## src/rtl/sauria_job_pkg.sv

```systemverilog
// Shared types for the SAURIA job sequencer: FSM states, completion status
// codes and the default job descriptor layout.
package sauria_job_pkg;

   localparam int DEF_CFG_WORDS = 8;
   localparam int DEF_TAG_W     = 4;

   typedef enum logic [2:0] {
      S_IDLE,
      S_CFG_WR,
      S_START_WR,
      S_WAIT_DONE,
      S_CLR_WR,
      S_REPORT
   } seq_state_e;

   typedef enum logic [1:0] {
      ST_OK      = 2'b00,
      ST_BUS_ERR = 2'b01,
      ST_TIMEOUT = 2'b10
   } status_e;

   typedef struct packed {
      logic [DEF_TAG_W-1:0]           tag;
      logic [DEF_CFG_WORDS-1:0][31:0] cfg;
   } job_desc_t;

   // Counter/pointer width that never collapses to zero bits.
   function automatic int clog2_min1(input int v);
      return (v <= 2) ? 1 : $clog2(v);
   endfunction

endpackage

```

## src/rtl/sauria_job_fifo.sv

```systemverilog
// Synchronous descriptor queue with a registered-storage head read port.
// DEPTH must be a power of two so the pointers wrap naturally.
module sauria_job_fifo
   import sauria_job_pkg::*;
#(
   parameter type item_t = job_desc_t,
   parameter int  DEPTH  = 2
) (
   input  logic  clk_i,
   input  logic  rst_i,
   input  logic  push_i,
   input  item_t push_data_i,
   input  logic  pop_i,
   output item_t head_o,
   output logic  full_o,
   output logic  empty_o
);

   localparam int AW = clog2_min1(DEPTH);
   localparam logic [AW:0] FULL_CNT = (AW+1)'(DEPTH);

   item_t         mem [DEPTH];
   logic [AW-1:0] wr_ptr_q;
   logic [AW-1:0] rd_ptr_q;
   logic [AW:0]   count_q;
   logic          do_push;
   logic          do_pop;

   assign full_o  = (count_q == FULL_CNT);
   assign empty_o = (count_q == '0);
   assign do_push = push_i && !full_o;
   assign do_pop  = pop_i && !empty_o;
   assign head_o  = mem[rd_ptr_q];

   // NOTE: state registers use non-blocking assignments so every flop sees
   // pre-edge values, and the reset is sampled on the clock edge only.
   always_ff @(posedge clk_i) begin
      if (rst_i) begin
         wr_ptr_q <= '0;
         rd_ptr_q <= '0;
         count_q  <= '0;
      end else begin
         if (do_push) wr_ptr_q <= wr_ptr_q + 1'b1;
         if (do_pop)  rd_ptr_q <= rd_ptr_q + 1'b1;
         count_q <= count_q + {{AW{1'b0}}, do_push} - {{AW{1'b0}}, do_pop};
      end
   end

   // NOTE: storage is deliberately not reset; count/pointers qualify it, and
   // leaving it reset-free lets it map onto plain registers or RAM.
   always_ff @(posedge clk_i) begin
      if (do_push) mem[wr_ptr_q] <= push_data_i;
   end

endmodule

```

## src/rtl/sauria_job_sequencer.sv

```systemverilog
// Runs queued SAURIA jobs one at a time: config writes, start write, watchdog
// wait for the done interrupt, interrupt clear, then a tagged completion report.
module sauria_job_sequencer
   import sauria_job_pkg::*;
#(
   parameter int          NUM_CFG_WORDS  = 8,
   parameter int          JOB_DEPTH      = 2,
   parameter int          TAG_W          = 4,
   parameter logic [31:0] CFG_BASE_ADDR  = 32'h0000_0000,
   parameter logic [31:0] START_ADDR     = 32'h0000_0000,
   parameter logic [31:0] START_VAL      = 32'h0000_0001,
   parameter logic [31:0] CLR_ADDR       = 32'h0000_0004,
   parameter int          TIMEOUT_CYCLES = 1_000_000
) (
   input  logic                        clk_i,
   input  logic                        rst_i,
   input  logic                        job_valid_i,
   output logic                        job_ready_o,
   input  logic [NUM_CFG_WORDS*32-1:0] job_cfg_i,
   input  logic [TAG_W-1:0]            job_tag_i,
   output logic                        cfg_valid_o,
   input  logic                        cfg_ready_i,
   output logic [31:0]                 cfg_addr_o,
   output logic [31:0]                 cfg_wdata_o,
   input  logic                        cfg_error_i,
   input  logic                        sauria_done_i,
   output logic                        done_valid_o,
   input  logic                        done_ready_i,
   output logic [TAG_W-1:0]            done_tag_o,
   output logic [1:0]                  done_status_o,
   output logic                        busy_o
);

   localparam int IDX_W  = clog2_min1(NUM_CFG_WORDS);
   localparam int WDOG_W = clog2_min1(TIMEOUT_CYCLES + 1);
   localparam logic [IDX_W-1:0]  IDX_LAST  = IDX_W'(NUM_CFG_WORDS - 1);
   localparam logic [WDOG_W-1:0] WDOG_LAST = WDOG_W'((TIMEOUT_CYCLES > 0) ? TIMEOUT_CYCLES - 1 : 0);

   typedef struct packed {
      logic [TAG_W-1:0]               tag;
      logic [NUM_CFG_WORDS-1:0][31:0] cfg;
   } job_entry_t;

   job_entry_t push_entry;
   job_entry_t head;
   logic       fifo_full;
   logic       fifo_empty;
   logic       fifo_pop;

   seq_state_e        state_q, state_d;
   status_e           status_q, status_d;
   logic [IDX_W-1:0]  idx_q, idx_d, idx_inc;
   logic [WDOG_W-1:0] wdog_q, wdog_d;
   logic              cfg_valid_q, cfg_valid_d;
   logic [31:0]       cfg_addr_q, cfg_addr_d;
   logic [31:0]       cfg_wdata_q, cfg_wdata_d;
   logic              wr_accept;

   assign push_entry.tag = job_tag_i;
   assign push_entry.cfg = job_cfg_i;

   sauria_job_fifo #(
      .item_t (job_entry_t),
      .DEPTH  (JOB_DEPTH)
   ) u_fifo (
      .clk_i       (clk_i),
      .rst_i       (rst_i),
      .push_i      (job_valid_i),
      .push_data_i (push_entry),
      .pop_i       (fifo_pop),
      .head_o      (head),
      .full_o      (fifo_full),
      .empty_o     (fifo_empty)
   );

   assign wr_accept = cfg_valid_q && cfg_ready_i;
   assign idx_inc   = idx_q + 1'b1;

   always_ff @(posedge clk_i) begin
      if (rst_i) begin
         state_q     <= S_IDLE;
         status_q    <= ST_OK;
         idx_q       <= '0;
         wdog_q      <= '0;
         cfg_valid_q <= 1'b0;
         cfg_addr_q  <= '0;
         cfg_wdata_q <= '0;
      end else begin
         state_q     <= state_d;
         status_q    <= status_d;
         idx_q       <= idx_d;
         wdog_q      <= wdog_d;
         cfg_valid_q <= cfg_valid_d;
         cfg_addr_q  <= cfg_addr_d;
         cfg_wdata_q <= cfg_wdata_d;
      end
   end

   // NOTE: every always_comb output gets a default before the case so no
   // path leaves a variable unassigned and infers a latch.
   always_comb begin
      state_d     = state_q;
      status_d    = status_q;
      idx_d       = idx_q;
      wdog_d      = wdog_q;
      cfg_valid_d = cfg_valid_q;
      cfg_addr_d  = cfg_addr_q;
      cfg_wdata_d = cfg_wdata_q;
      fifo_pop    = 1'b0;

      unique case (state_q)
         S_IDLE: begin
            if (!fifo_empty) begin
               state_d     = S_CFG_WR;
               status_d    = ST_OK;
               idx_d       = '0;
               cfg_valid_d = 1'b1;
               cfg_addr_d  = CFG_BASE_ADDR;
               cfg_wdata_d = head.cfg[0];
            end
         end

         S_CFG_WR: begin
            if (wr_accept) begin
               if (cfg_error_i) begin
                  state_d     = S_REPORT;
                  status_d    = ST_BUS_ERR;
                  cfg_valid_d = 1'b0;
                  cfg_addr_d  = '0;
                  cfg_wdata_d = '0;
               end else if (idx_q == IDX_LAST) begin
                  state_d     = S_START_WR;
                  cfg_addr_d  = START_ADDR;
                  cfg_wdata_d = START_VAL;
               end else begin
                  idx_d       = idx_inc;
                  cfg_addr_d  = CFG_BASE_ADDR + (32'(idx_inc) << 2);
                  cfg_wdata_d = head.cfg[idx_inc];
               end
            end
         end

         S_START_WR: begin
            if (wr_accept) begin
               cfg_valid_d = 1'b0;
               cfg_addr_d  = '0;
               cfg_wdata_d = '0;
               if (cfg_error_i) begin
                  state_d  = S_REPORT;
                  status_d = ST_BUS_ERR;
               end else begin
                  state_d = S_WAIT_DONE;
                  wdog_d  = '0;
               end
            end
         end

         S_WAIT_DONE: begin
            if (sauria_done_i) begin
               state_d     = S_CLR_WR;
               status_d    = ST_OK;
               cfg_valid_d = 1'b1;
               cfg_addr_d  = CLR_ADDR;
               cfg_wdata_d = 32'h1;
            end else if ((TIMEOUT_CYCLES != 0) && (wdog_q == WDOG_LAST)) begin
               state_d  = S_REPORT;
               status_d = ST_TIMEOUT;
            end else if (wdog_q != '1) begin
               wdog_d = wdog_q + 1'b1;
            end
         end

         S_CLR_WR: begin
            if (wr_accept) begin
               state_d     = S_REPORT;
               cfg_valid_d = 1'b0;
               cfg_addr_d  = '0;
               cfg_wdata_d = '0;
               if (cfg_error_i) status_d = ST_BUS_ERR;
            end
         end

         S_REPORT: begin
            if (done_ready_i) begin
               state_d  = S_IDLE;
               fifo_pop = 1'b1;
            end
         end

         default: state_d = S_IDLE;
      endcase
   end

   // Report fields are gated so they read as zero outside REPORT, including
   // right after reset when the queue head holds stale storage.
   assign job_ready_o   = !fifo_full;
   assign cfg_valid_o   = cfg_valid_q;
   assign cfg_addr_o    = cfg_addr_q;
   assign cfg_wdata_o   = cfg_wdata_q;
   assign done_valid_o  = (state_q == S_REPORT);
   assign done_tag_o    = (state_q == S_REPORT) ? head.tag : '0;
   assign done_status_o = (state_q == S_REPORT) ? status_q : ST_OK;
   assign busy_o        = (state_q != S_IDLE) || !fifo_empty;

endmodule

```

## config.mk

```make
export PLATFORM = sky130hd
export DESIGN_NAME = sauria_job_sequencer
export DESIGN_NICKNAME = d
export VERILOG_FILES = /design/src/rtl/sauria_job_pkg.sv /design/src/rtl/sauria_job_fifo.sv /design/src/rtl/sauria_job_sequencer.sv
export SDC_FILE = /design/constraint.sdc
export NUM_CORES = 1
export LEC_CHECK = 0
export ABC_AREA = 1
export CAP_MARGIN = 20
export CELL_PAD_IN_SITES_DETAIL_PLACEMENT = 1
export CELL_PAD_IN_SITES_GLOBAL_PLACEMENT = 2
export CORE_UTILIZATION = 38
export CTS_BUF_LIST = sky130_fd_sc_hd__clkbuf_16
export CTS_CLUSTER_DIAMETER = 60
export DETAILED_ROUTE_END_ITERATION = 10
export PLACE_DENSITY = 0.95
export SLEW_MARGIN = 0
export SYNTH_ARGS = -nofsm -noshare
export SYNTH_HDL_FRONTEND = slang
export SYNTH_SLANG_ARGS = --single-unit
```

## constraint.sdc

```tcl
create_clock -name clk_i -period 20.7 [get_ports clk_i]
set_clock_uncertainty 0.05 [all_clocks]
set_input_delay 2.07 -clock clk_i [delete_from_list [all_inputs] [get_ports clk_i]]
set_output_delay 2.07 -clock clk_i [all_outputs]
set_load 0.02 [all_outputs]
```

==> results of run 1 <==
==> routing by layer <==
layer | vias to the layer above | track usage, %
li1 | 8480 | -
met1 | 9243 | 31.1
met2 | 613 | 39.2
met3 | 122 | 3.45
met4 | 2 | 11.1
met5 | - | 0
==> power by group <==
| group | leakage (nW) | switching, mW | internal [mW] | total (mW) |
|---|---|---|---|---|
| Clock | 1.10 | 0.483 | 0.660 | 1.14 |
| Combinational | 4.40 | 0.524 | 0.243 | 0.767 |
| Sequential | 5.43 | 0.0603 | 1.42 | 1.48 |
| Total | 10.9 | 1.07 | 2.32 | 3.39 |
==> metrics by stage <==
stage | hold slack [ns] | instance area [sq um] | utilization, % | cells
finish | 0.422 | 30600 | 47.5 | 3497
global route | 0.440 | 30600 | 47.5 | 3495
CTS | 0.420 | 30600 | 47.4 | 3490
detailed placement | 0.413 | 28400 | 44.1 | 3366
global placement | 0.396 | 28400 | 44.1 | 3366
floorplan | 0.394 | 24900 | - | 2346
==> flip-flops by register name (all words and copies together) (netlist names), named ones only <==
register,flops
u_fifo.rd_ptr_q,1
idx_q,3
u_fifo.count_q,2
cfg_addr_o,3
u_fifo.wr_ptr_q,1
cfg_valid_o,1
state_q,3
cfg_wdata_o,32
wdog_q,20
u_fifo.mem,520
status_q,2
==> cells in the final DEF, fill, tap and decap left out, types with 3 or more instances in the layout <==
cell / count
edfxtp_1: 520
nand2_1: 490
nor2_1: 371
clkdlybuf4s50_1: 311
nand3_1: 213
o21ai_0: 168
o21ai_1: 95
a21oi_1: 94
clkbuf_16: 69
dfxtp_1: 67
inv_1: 60
conb_1: 29
or2_2: 27
clkinv_1: 13
buf_4: 12
nand4_1: 8
clkinv_2: 8
diode_2: 7
nand2_2: 6
inv_2: 5
nor2_2: 5
nor2_4: 5
inv_6: 5
xor2_1: 5
ha_1: 4
bufinv_16: 4
clkinvlp_4: 4
buf_12: 4
xnor2_1: 3
clkinv_8: 3
==> kinds of logic (layout without fill, tap and decap cells) <==
group,after synthesis,in the layout,synth area share [%]
simple gates,1140,1140,19.3
flops,589,589,68.5
compound gates,361,361,7.32
xor+xnor,8,8,0.282
buf+inv,214,503,4.30
fa+ha+maj,5,5,0.252
other cells,1,36,0.0151
==> layout make-up <==
| class | count | share of cell area (%) |
|---|---|---|
| diodes | 7 | 0.0573 |
| clock buffers | 69 | 5.64 |
| clock inverters | 55 | 1.32 |
| inverters | 52 | 0.695 |
| multi-input cells | 1543 | 22.5 |
| flip-flops and latches | 589 | 55.6 |
| well taps | 855 | 3.50 |
| repair buffers | 327 | 10.7 |
==> path summary, 6_finish.rpt <==
check,cells after the start,end
setup / recovery,5,u_fifo.mem[0][50]
hold / removal,2,cfg_addr_o[3]
setup reg to reg,6,u_fifo.mem[0][50]
hold reg to reg,2,cfg_addr_o[3]
==> critical path: cells and delay by family <==
| family | cells | cell delay, ns |
|---|---|---|
| and+or+nand+nor | 2 | 0.91 |
| buffers and inverters | 3 | 2.00 |
==> results_dict.tcl, run 1 <==
set metrics [dict create \
    status "finished clean" \
    final_layout_size_suffix_gt1_share_pct 6.64 \
    cts_resized 0 \
    route.antenna.remaining_nets 0 \
    synth_cell_type_count 40 \
    grt_antenna_before_repair 9 \
    finalWorstPathRequiredPeriod_ns 5.15 \
    leading_cell_types_by_total_area_after_synthesis "edfxtp_1 (63%), nand2_1 (7.4%), nor2_1 (5.6%)" \
    multi_input_area_sq_um 6880 \
    totalPowerFinal_mw 3.39 \
    dieHeight_um 258 \
    ir_drop_mv 0.0749 \
    timing.fmax_ghz 0.194 \
    cts_tree "done" \
    grt_start_max_net_pins 193 \
    yosysMostFrequentCell "edfxtp_1" \
    die_area_sq_um 66300 \
    startpoint_type "input port" \
    place_worst_setup_slack_ns 14.97 \
    amount_of_wire_on_met3_after_detailed_routing_mm 4.48 \
    layout.nets 2853 \
    timing.critical_path.arrival_ns 5.31 \
    timing.setup.critical_path_class "in2reg" \
    post-synth-top-area-cell "edfxtp_1" \
    top_cell_type_s_share_of_synthesized_area_pct 62.9 \
    top_layer "met5" \
    rsz0062_at_grt "no" \
    num_io_pins 341 \
    power.density_cell_area_nw_per_um2 111 \
    finalCritPeriodShare_pct 24.9 \
    number_of_design_rule_violations_left_by_the_first_detailed_router_iteration 1502 \
    overflow 0 \
    number_of_instances_in_the_synthesized_netlist 2318 \
    required_ns 20.86 \
    hpwl_mm 52.4 \
    timing_worst_slew_pin_value_ns 1.27 \
    timing.final.ws_setup_ns 15.55 \
    rows 93 \
    max_cap_viols 0 \
    setup_viol_count_final 0 \
    cts.hold.buffers_added 0 \
    grt_pass1_wl_mm 118 \
    cp_slowest_cell "buf_4" \
    h-tree-depth 3 \
    drc 0 \
    ff2ff_setup_slack_ns 17.06 \
    ys_seq_area_share_pct 68.5 \
    via_to_cell_ratio 5.28 \
    tritoncts_num_sinks 589 \
    vias 18460 \
    sequential_cell_area_sq_um 17000 \
    core_area_sq_um 64500 \
    syn_area_sq_um 24800 \
    clock_path_buffers 3 \
    worst_setup_hold_path_clk_slew_ns 0.05 \
    post-cts-setup-buffers 0 \
    clock_latency_ns 0.60 \
    route.met2.wl_mm 38.9 \
    cp_max_fo 165 \
    yosys-top-cells-count "edfxtp_1 (520), nand2_1 (490), nor2_1 (373)" \
    fillerInstances 6988 \
    met1Wirelength_mm 33.3 \
    slew_headroom_pct 15.6 \
    hold_path_startpoint "cfg_addr_o[3]" \
    routed_wl_mm 79.9 \
    grt_pass1_vias 19260 \
    worst_hold_path_type "reg2reg" \
    timing.critical_path.slowest_cell_delay_ns 0.85 \
    tritoncts.num_buffers 68 \
    post_synthesis_async_set_or_reset_flop_share_pct 0 \
    startpoint "job_valid_i" \
    clock_tree.root_cell "clkbuf_16" \
    total_of_buffers_placed_on_input_and_output_ports 311 \
    ordered_list_of_cells_on_the_worst_path "clkdlybuf4s50_1 -> nand2_1 -> nor2_4 -> buf_4 -> buf_12" \
    final_max_slew_viol_count 0 \
    cellLeakagePower_nw 10.9 \
    worstReg2RegStart "u_fifo.count_q[0]" \
    final_hold_violation_count 0 \
    synth_area_per_cell_sq_um 10.7 \
    floorplan.die.width_um 258 \
    warnings_synthesis 0 \
    groute.usage.overall_pct 23.8 \
    worstSetupEndpointType "register" \
    synth-edff-count 520 \
    place.gp.congestion 0.855 \
    fin_tns_setup_ns 0 \
    floorplan.initialDensity_pct 38.5 \
    drt_pass1_iterations 5 \
    syn_to_final_growth_pct 23.3 \
    ffs_latches_synth 589 \
    ys_dominant_reg_cell "edfxtp_1" \
    avgRoutedWirePerCell_um 22.9 \
]
Power figures use the tool's default switching activity.
==> run 2: changes to the inputs <==
- CORE_UTILIZATION: 38 -> 32
- PLACE_DENSITY: 0.95 -> 0.87
- clock period: 20.7 -> 4.3 ns (I/O delays scaled with it)
==> run 2 against run 1 <==
Die area is 19% higher; clock-buffer cell count is 3 higher; cell count is 5.7% higher; global-route usage is 2.2 points lower; via count is 2.3% higher; power grew to 4.9 times the previous value; largest cell class unchanged.
==> results_dict.tcl, run 2 (synthesized netlist as in run 1, its figures left out) <==
set metrics [dict create \
    timing.critical_path.buf_inv 2 \
    required_ns 3.82 \
    finalCritPeriodShare_pct 76.0 \
    routed_wl_mm 86.2 \
    fin_tns_setup_ns 0 \
    critPathTopFamily "buffers and inverters" \
    worst_setup_hold_path_clk_slew_ns 0.06 \
    route.antenna.remaining_nets 0 \
    final_max_slew_viol_count 0 \
    fillerInstances 8405 \
    vias 18893 \
    cellLeakagePower_nw 11.1 \
    rsz0062_at_grt "no" \
    layout.nets 2874 \
    sequential_cell_area_sq_um 17000 \
    tritoncts.num_buffers 70 \
    rows 101 \
    number_of_design_rule_violations_left_by_the_first_detailed_router_iteration 1733 \
    place_worst_setup_slack_ns 1.20 \
    drc 0 \
    postLayoutCoreUtil_pct 40.7 \
    ordered_list_of_cells_on_the_worst_path "inv_8 -> nand2_1 -> a21oi_1 -> clkdlybuf4s50_1" \
    tritoncts_num_sinks 589 \
    timing.critical_path.slowest_cell_delay_ns 0.63 \
    largest_register "u_fifo.mem" \
    grt_antenna_before_repair 15 \
    via_to_cell_ratio 5.11 \
    slew_headroom_pct 31.3 \
    max_cap_viols 0 \
    timing.setup.critical_path_class "reg2out" \
    syn_to_final_growth_pct 25.4 \
    hpwl_mm 58.8 \
    grt_start_max_net_pins 134 \
    startpoint_type "register" \
    final_layout_size_suffix_gt1_share_pct 7.38 \
    largest_register_ff_count 520 \
    finalWorstPathRequiredPeriod_ns 3.27 \
    num_io_pins 341 \
    die_area_sq_um 78600 \
    worstSetupEndpointType "output pin" \
    floorplan.initialDensity_pct 32.5 \
    timing.fmax_ghz 0.306 \
    cp_slowest_cell "clkdlybuf4s50_1" \
    clock_tree.root_cell "clkbuf_16" \
    groute.usage.overall_pct 21.7 \
    multi_input_area_sq_um 6890 \
    ff2ff_setup_slack_ns 1.16 \
    drt_pass1_iterations 6 \
    floorplan.die.width_um 280 \
    cts.hold.buffers_added 0 \
    final_hold_violation_count 0 \
    worst_hold_path_type "in2reg" \
    clock_path_buffers 3 \
    grt_pass1_wl_mm 126 \
    status "finished clean" \
    place.gp.congestion 0.855 \
    layout_commonest_cell "edfxtp_1" \
    layout.cells.most_common_list "edfxtp_1 (520), nand2_1 (488), nor2_1 (371)" \
    cp_max_fo 122 \
    overflow 0 \
    power.density_cell_area_nw_per_um2 536 \
    clock_latency_ns 0.62 \
    dieHeight_um 280 \
    post-cts-setup-buffers 0 \
    h-tree-depth 3 \
    avgRoutedWirePerCell_um 23.3 \
    timing.critical_path.arrival_ns 2.79 \
    setup_viol_count_final 0 \
    cts_tree "done" \
    core_area_sq_um 76300 \
    total_of_buffers_placed_on_input_and_output_ports 311 \
    timing_worst_slew_pin_value_ns 1.03 \
    timing.final.ws_setup_ns 1.03 \
    ir_drop_mv 0.337 \
    cts_resized 0 \
    timing.hold.ws_ns 0.346 \
    grt_pass1_vias 19414 \
]
[run 2: cell types whose count changed in the layout (fill, tap and decap cells not counted), moves of 4 or more]
cell        before  now
clkinvlp_4       4    0
buf_4           12   25
buf_12           4   10
clkinv_1        13   20
[run 2: final timing paths]
kind,start,to,depth (start not counted)
max,register,done_tag_o[1],4
min,job_cfg_i[222],u_fifo.mem[0][222],1
max reg2reg,idx_q[0],cfg_wdata_o[11],6
min reg2reg,u_fifo.count_q[1],u_fifo.count_q[1],1
[run 2: per-layer routing]
layer,vias up,part of all wire (%),track usage [%]
met2,667,48,35.7
met5,-,0.11,0
met1,9539,41,27.6
met3,151,6.1,4.18
li1,8522,-,-
met4,14,4.1,9.75
[run 2: worst reg2reg max path, delay by kind of cell, from the launching register on]
family / cells / cell delay, ns
compound gates: 2 / 0.70
buf+inv: 1 / 0.78
fa+ha+maj: 1 / 0.25
flops: 1 / 0.79
simple gates: 2 / 0.49
[run 2: metrics by stage]
step	instances	total power [mW]	area, sq um
finish	3696	16.7	31100
global placement	3560	11.0	28900
global route	3694	17.3	31100
CTS	3687	16.8	31100
floorplan	2346	9.40	24900
detailed placement	3560	11.1	28900
[run 2: where the power goes]
part	internal [mW]	total, mW	switching [mW]
sequential	6.82	7.10	0.284
clock	3.19	5.64	2.45
combinational	1.22	3.94	2.72
[run 2: layout make-up]
| class | instances | area share [%] |
|---|---|---|
| antenna | 9 | 0.0724 |
| clock buffer | 72 | 5.79 |
| clock inverter | 55 | 1.20 |
| inverter | 52 | 0.688 |
| multi-input combinational | 1543 | 22.2 |
| sequential | 589 | 54.7 |
| tap | 1030 | 4.14 |
| timing repair buffer | 346 | 11.3 |
